### src/rtl/ktms_hangmon_pkg.sv
// Shared widths and the saturating accumulator helper for the AFU hang monitor.
package ktms_hangmon_pkg;

    localparam int ERR_CNT_WIDTH  = 32;
    localparam int FIRST_CH_WIDTH = 5;

    // Adds in one extra bit of headroom and clamps to all-ones on carry-out.
    function automatic logic [ERR_CNT_WIDTH-1:0] sat_add_cnt(
        input logic [ERR_CNT_WIDTH-1:0] acc,
        input logic [ERR_CNT_WIDTH-1:0] inc
    );
        logic [ERR_CNT_WIDTH:0] sum;
        sum = {1'b0, acc} + {1'b0, inc};
        if (sum[ERR_CNT_WIDTH]) begin
            return '1;
        end
        return sum[ERR_CNT_WIDTH-1:0];
    endfunction

endpackage

### src/rtl/ktms_afu_hangmon_chan.sv
// Single-channel hang detector: consecutive-stall counter, one-shot timeout
// event per stall episode, and the sticky error bit.
module ktms_hangmon_chan
    import ktms_hangmon_pkg::*;
#(
    parameter int cnt_width = 20
) (
    input  logic                 clk,
    input  logic                 reset,
    input  logic                 i_s1_stall,
    input  logic [cnt_width-1:0] i_timeout,
    input  logic                 i_clr,
    output logic                 o_ev,
    output logic                 o_err
);

    logic [cnt_width-1:0] r_scnt;
    logic                 r_err;
    logic [cnt_width:0]   w_scnt_inc;

    // Extra MSB keeps the compare free of wrap when the counter is saturated.
    assign w_scnt_inc = {1'b0, r_scnt} + {{cnt_width{1'b0}}, 1'b1};

    // Exact-match compare fires once per episode; a timeout lowered below the
    // running count simply never matches until the counter restarts.
    assign o_ev  = i_s1_stall && (i_timeout != '0) && (w_scnt_inc == {1'b0, i_timeout});
    assign o_err = r_err;

    // Stall counter: count while stalled (holding at all-ones), zero otherwise.
    always_ff @(posedge clk or posedge reset) begin
        if (reset) begin
            r_scnt <= '0;
        end else if (i_s1_stall) begin
            if (!w_scnt_inc[cnt_width]) begin
                r_scnt <= w_scnt_inc[cnt_width-1:0];
            end
        end else begin
            r_scnt <= '0;
        end
    end

    // Sticky error: a new event beats a simultaneous clear.
    always_ff @(posedge clk or posedge reset) begin
        if (reset) begin
            r_err <= 1'b0;
        end else if (o_ev) begin
            r_err <= 1'b1;
        end else if (i_clr) begin
            r_err <= 1'b0;
        end
    end

endmodule

### src/rtl/ktms_afu_hangmon.sv
// Per-channel AFU handshake hang monitor feeding the error monitor.
// Optional first-error capture is built when KTMS_HANGMON_FIRST_ERR_EN is defined.
module ktms_afu_hangmon
    import ktms_hangmon_pkg::*;
#(
    parameter int channels  = 8,
    parameter int cnt_width = 20
) (
    input  logic                      clk,
    input  logic                      reset,
    input  logic [channels-1:0]       i_v,
    input  logic [channels-1:0]       i_r,
    input  logic [cnt_width-1:0]      i_timeout,
    input  logic                      i_clr,
    output logic [channels-1:0]       o_err,
    output logic [ERR_CNT_WIDTH-1:0]  o_err_cnt,
    output logic [channels-1:0]       o_pipemon_v,
    output logic [channels-1:0]       o_pipemon_r,
    output logic                      o_first_v,
    output logic [FIRST_CH_WIDTH-1:0] o_first_ch
);

    // Popcount of up to 32 channels needs 6 bits.
    localparam int POP_W = 6;

    logic [channels-1:0]      r_s1_v;
    logic [channels-1:0]      r_s1_r;
    logic [channels-1:0]      w_s1_stall;
    logic [channels-1:0]      w_ev;
    logic [channels-1:0]      w_err;
    logic [POP_W-1:0]         w_ev_pop;
    logic [ERR_CNT_WIDTH-1:0] w_ev_pop_ext;
    logic [ERR_CNT_WIDTH-1:0] r_err_cnt;

    // Stage 1: register the raw handshakes; these also feed the pipe monitor.
    always_ff @(posedge clk or posedge reset) begin
        if (reset) begin
            r_s1_v <= '0;
            r_s1_r <= '0;
        end else begin
            r_s1_v <= i_v;
            r_s1_r <= i_r;
        end
    end

    assign w_s1_stall  = r_s1_v & ~r_s1_r;
    assign o_pipemon_v = r_s1_v;
    assign o_pipemon_r = r_s1_r;

    for (genvar c = 0; c < channels; c++) begin : g_chan
        ktms_hangmon_chan #(
            .cnt_width (cnt_width)
        ) u_chan (
            .clk        (clk),
            .reset      (reset),
            .i_s1_stall (w_s1_stall[c]),
            .i_timeout  (i_timeout),
            .i_clr      (i_clr),
            .o_ev       (w_ev[c]),
            .o_err      (w_err[c])
        );
    end

    assign o_err = w_err;

    // Number of channels that hit their timeout this cycle.
    always_comb begin
        w_ev_pop = '0;
        for (int c = 0; c < channels; c++) begin
            w_ev_pop = w_ev_pop + {{(POP_W-1){1'b0}}, w_ev[c]};
        end
    end

    assign w_ev_pop_ext = {{(ERR_CNT_WIDTH-POP_W){1'b0}}, w_ev_pop};

    // Event accumulator: a clear restarts from this cycle's events, else saturating add.
    always_ff @(posedge clk or posedge reset) begin
        if (reset) begin
            r_err_cnt <= '0;
        end else if (i_clr) begin
            r_err_cnt <= w_ev_pop_ext;
        end else begin
            r_err_cnt <= sat_add_cnt(r_err_cnt, w_ev_pop_ext);
        end
    end

    assign o_err_cnt = r_err_cnt;

`ifdef KTMS_HANGMON_FIRST_ERR_EN
    logic                      r_first_v;
    logic [FIRST_CH_WIDTH-1:0] r_first_ch;
    logic [FIRST_CH_WIDTH-1:0] w_first_idx;

    // Lowest-indexed channel with an event this cycle.
    always_comb begin
        w_first_idx = '0;
        for (int c = channels - 1; c >= 0; c--) begin
            if (w_ev[c]) begin
                w_first_idx = FIRST_CH_WIDTH'(c);
            end
        end
    end

    // First-error capture: a clear re-arms it, using any events of the clear cycle.
    always_ff @(posedge clk or posedge reset) begin
        if (reset) begin
            r_first_v  <= 1'b0;
            r_first_ch <= '0;
        end else if (i_clr) begin
            r_first_v  <= |w_ev;
            r_first_ch <= (|w_ev) ? w_first_idx : '0;
        end else if (!r_first_v && (|w_ev)) begin
            r_first_v  <= 1'b1;
            r_first_ch <= w_first_idx;
        end
    end

    assign o_first_v  = r_first_v;
    assign o_first_ch = r_first_ch;
`else
    assign o_first_v  = 1'b0;
    assign o_first_ch = '0;
`endif

endmodule

### config.mk
export PLATFORM = sky130hd
export DESIGN_NAME = ktms_afu_hangmon
export DESIGN_NICKNAME = d
export VERILOG_FILES = /design/src/rtl/ktms_hangmon_pkg.sv /design/src/rtl/ktms_afu_hangmon_chan.sv /design/src/rtl/ktms_afu_hangmon.sv
export SDC_FILE = /design/constraint.sdc
export NUM_CORES = 1
export LEC_CHECK = 0
export ABC_CLOCK_PERIOD_IN_PS = 18700
export CAP_MARGIN = 20
export CORE_MARGIN = 2
export CORE_UTILIZATION = 35
export CTS_CLUSTER_DIAMETER = 120
export DETAILED_ROUTE_END_ITERATION = 16
export SETUP_SLACK_MARGIN = 0.3
export SLEW_MARGIN = 10
export SYNTH_ARGS = -nofsm -noshare
export SYNTH_HDL_FRONTEND = slang
export SYNTH_SLANG_ARGS = --single-unit
### constraint.sdc
create_clock -name clk -period 18.7 [get_ports clk]
set_input_delay 5.61 -clock clk [delete_from_list [all_inputs] [get_ports clk]]
set_output_delay 5.61 -clock clk [all_outputs]
set_load 0.01 [all_outputs]
==> impl_metrics.json <==
{
  "outcome": "finished, final reports clean",
  "ys_async_sr_fraction": 1.00,
  "busiest_layer": "met2",
  "synthFlopType": "dfrtp_1",
  "cts.sink_count": 216,
  "grt_max_degree": 89,
  "postCtsSetupBuffers": 0,
  "cpPeakStageDelay_ns": 0.89,
  "seq_power_share": 0.440,
  "first_iter_violations": 1166,
  "cts_buffer_depth": 3,
  "power_frac_comb": 0.095,
  "use_met1": 0.275,
  "synth-edff-count": 0,
  "grtUsageMet2": 0.334,
  "syn_to_final_growth_pct": 14.2,
  "yosysSeqAreaShare": 0.356,
  "hold_start": "g_chan[6].u_chan.o_err",
  "period_share": 0.700,
  "finalSetupTns_ns": 0,
  "gr-total-overflow": 0,
  "crit_chain": "clkdlybuf4s50_1 > xor2_1 > nor4_1 > o41ai_1 > a2111oi_0 > nand4_1 > or4_4 > fa_1 > fa_1 > fa_1 > inv_1 > ha_1 > inv_1 > fa_1 > fa_1 > nor2b_1 > o21ai_0 > a2111oi_0 > nand2_1 > or3_1 > a2bb2oi_1",
  "syn-cell-area_mm2": 0.0152,
  "grt_pass1_vias": 12975,
  "max_freq_ghz": 0.0764,
  "fill_cells": 4295,
  "critical_path_peak_fanout": 27,
  "cts-root-buf": "clkbuf_16",
  "drv_slew": 0,
  "p_int_w": 0.000807,
  "synth_area_leader_cell": "dfrtp_1",
  "regArea_mm2": 0.00541,
  "synth.area.top_cells": "dfrtp_1 (36%), xnor2_1 (10%), a21oi_1 (5.9%)",
  "p_leak_nw": 6.61,
  "clockPowerShare": 0.465,
  "place_area_mm2": 0.0165,
  "startpoint_type": "input pin",
  "final_antenna_net_count": 0,
  "grt_first_pass_wirelength_mm": 72.4,
  "regToRegSetupSlack_ns": 10.44,
  "ys_warn_count": 0,
  "cts-hold-fix-buffers": 0,
  "die_width_um": 212,
  "place_hpwl_mm": 30.8,
  "fp.dieArea_mm2": 0.0451,
  "netlist_instances": 1701,
  "p_per_area_mw_per_mm2": 62.4,
  "worstSetupPathType": "in2reg",
  "antenna_cells": 0,
  "tightestPinTransition_ns": 0.977,
  "num-nets-final": 1785,
  "wirelength_mm": 45.8,
  "num_vias": 13262,
  "h-tree-depth": 1,
  "drc": 0,
  "max_cap_viol_count": 0,
  "dp.cells": 2282,
  "drive_gt1_frac": 0.0626,
  "clock_skew_ns": 0.0249,
  "final.min_clock_period_ns": 13.09,
  "io_buffers": 94,
  "cts_tree": "built",
  "synth-seq-cells": 216,
  "routed_via_density": 5.70,
  "multiInputGateArea_mm2": 0.00905,
  "stdcell_area_mm2": 0.0173,
  "place_congestion": 0.912,
  "worstReg2RegStart": "g_chan[3].u_chan.r_scnt[0]",
  "arrival_ns": 13.54,
  "worst_path_max_delay_cell": "clkdlybuf4s50_1",
  "yosysMostFrequentCell": "dfrtp_1",
  "grt.met3_usage": 0.0239,
  "cp.required_ns": 19.15,
  "synth_commonest_cells": "dfrtp_1 (216), a21oi_1 (178), xnor2_1 (176), xor2_1 (99), nor2_1 (95)",
  "crit_top_cell": "fa_1",
  "rows": 76,
  "ctsResizeCount": 0,
  "initial_core_util": 0.353,
  "power.ir.vdd_worst_v": 0.0000668,
  "hold_violations": 0,
  "die_y_um": 212,
  "final_cells": 2325,
  "path_clk_slew_ns": 0.05,
  "gr-usage-all-layers": 0.203,
  "cts_buffers": 27,
  "antenna_found_initial": 1,
  "hp-class": "reg2reg",
  "synth_top_area_frac": 0.356,
  "core_region_area_mm2": 0.0430,
  "worst_r2r_path_depth": 22,
  "syn_area_per_cell_um2": 8.93,
  "avgRoutedWirePerCell_um": 19.7,
  "slew_headroom": 0.348,
  "worstHoldPathCells": 2,
  "min_to": "g_chan[6].u_chan.o_err",
  "io_pins": 101,
  "drt_first_pass_iters": 6,
  "ys_types": 92,
  "power_switching_w": 0.000275,
  "clk_latency_ns": 0.56,
  "setup_viol_count_final": 0,
  "crit_path_end_kind": "flop",
  "r2r_end": "o_err_cnt[0]",
  "power.share.switching": 0.254,
  "rsz0062_at_grt": "false"
}
cells in the final DEF (no fill, tap or decap), types with 7 or more instances in the layout:
master           netlist  layout
and2_1                10      10
and3_1                49      49
nor2_1                95      95
inv_1                 49      48
xnor2_1              176     176
o211ai_1              10      10
buf_4                 15      26
nand4_1               49      49
clkdlybuf4s50_1        0      94
o2111ai_1              7       7
or4_1                 15      15
a21oi_1              178     178
and4_1                18      18
a31oi_1               22      22
o21ai_0               39      39
nor4_2                 7       8
nand3_1               90      90
mux2i_1               17      17
xnor3_1               16      16
nand2_1               93      93
nor4_1                36      35
nor2b_1               13      13
nor3_1                49      49
ha_1                  15      15
a311oi_1              10      10
clkbuf_16              0      27
xor2_1                99      99
nand2b_1              22      22
dfrtp_1              216     216
nor3b_1                8       8
or3_1                 13      13
a2111oi_0             11      11
clkinv_2               0       7
a211oi_1               9       9
flip-flops by register name, indices dropped and copies added, names as in the netlist:
name / count
o_pipemon_v: 8
o_err_cnt: 32
o_pipemon_r: 8
g_chan.u_chan.r_scnt: 160
g_chan.u_chan.o_err: 8
power groups by stage:
stage | registers, W | logic, W | clock network [W]
4_1_cts | 0.000476 | 0.000102 | 0.000519
5_1_grt | 0.000476 | 0.000110 | 0.000537
6_report | 0.000476 | 0.000102 | 0.000503
2_1_floorplan | 0.000484 | 0.0000596 | 0
3_5_place_dp | 0.000484 | 0.000102 | 0
3_3_place_gp | 0.000484 | 0.000101 | 0
area by class of cell:
type,count,share of cell area
timing repair buffer,120,0.0655
inverter,51,0.0115
tap,585,0.0422
clock inverter,10,0.00599
clock buffer,33,0.0414
multi-input combinational,1310,0.522
sequential,216,0.312
worst max-delay path: cells and delay by family:
family	cells	cell delay, ns
adders and majority gates	6	2.54
and+or+nand+nor	6	2.07
AOI/OAI and AO/OA	5	1.94
buffers and inverters	3	1.00
xor gates and xnor gates	1	0.36
cell families (layout without fill, tap and decap cells):
group                    Yosys count  after routing  synth area share
AO/OA/AOI/OAI                    366            366             0.151
XOR/XNOR                         294            294             0.187
adder cells (fa/ha/maj)           20             20            0.0190
buffers and inverters            180            214            0.0496
flip-flops                       216            216             0.356
multiplexers                      19             19            0.0127
other                              1              6          0.000247
AND/OR/NAND/NOR                  605            605             0.224
metal layers:
metal / share of wire / vias up
met5: 0 / -
met4: 0.035 / 0
met3: 0.061 / 103
met2: 0.46 / 462
met1: 0.44 / 6525
li1: - / 6172
metrics by stage:
stage               utilization  total power (W)  worst slack [ns]  hold WS [ns]
floorplan                     -         0.000544              6.83         0.448
global placement          0.384         0.000585              5.28         0.480
detailed placement        0.384         0.000586              5.14         0.491
CTS                       0.403          0.00110              5.71         0.510
global route              0.404          0.00112              5.24         0.538
finish                    0.404          0.00108              5.61         0.501
worst max-delay path by stage:
stage,from,end,slack [ns],cells past startpoint
2_1_floorplan,i_timeout[1],o_err_cnt[5],6.83,23
3_3_place_gp,i_timeout[1],o_err_cnt[6],5.28,22
3_5_place_dp,i_timeout[8],o_err_cnt[0],5.14,21
4_1_cts,i_timeout[8],o_err_cnt[0],5.71,21
5_1_grt,i_timeout[1],o_err_cnt[6],5.24,22
6_report,i_timeout[1],o_err_cnt[0],5.61,21
Power figures use the tool's default switching activity.
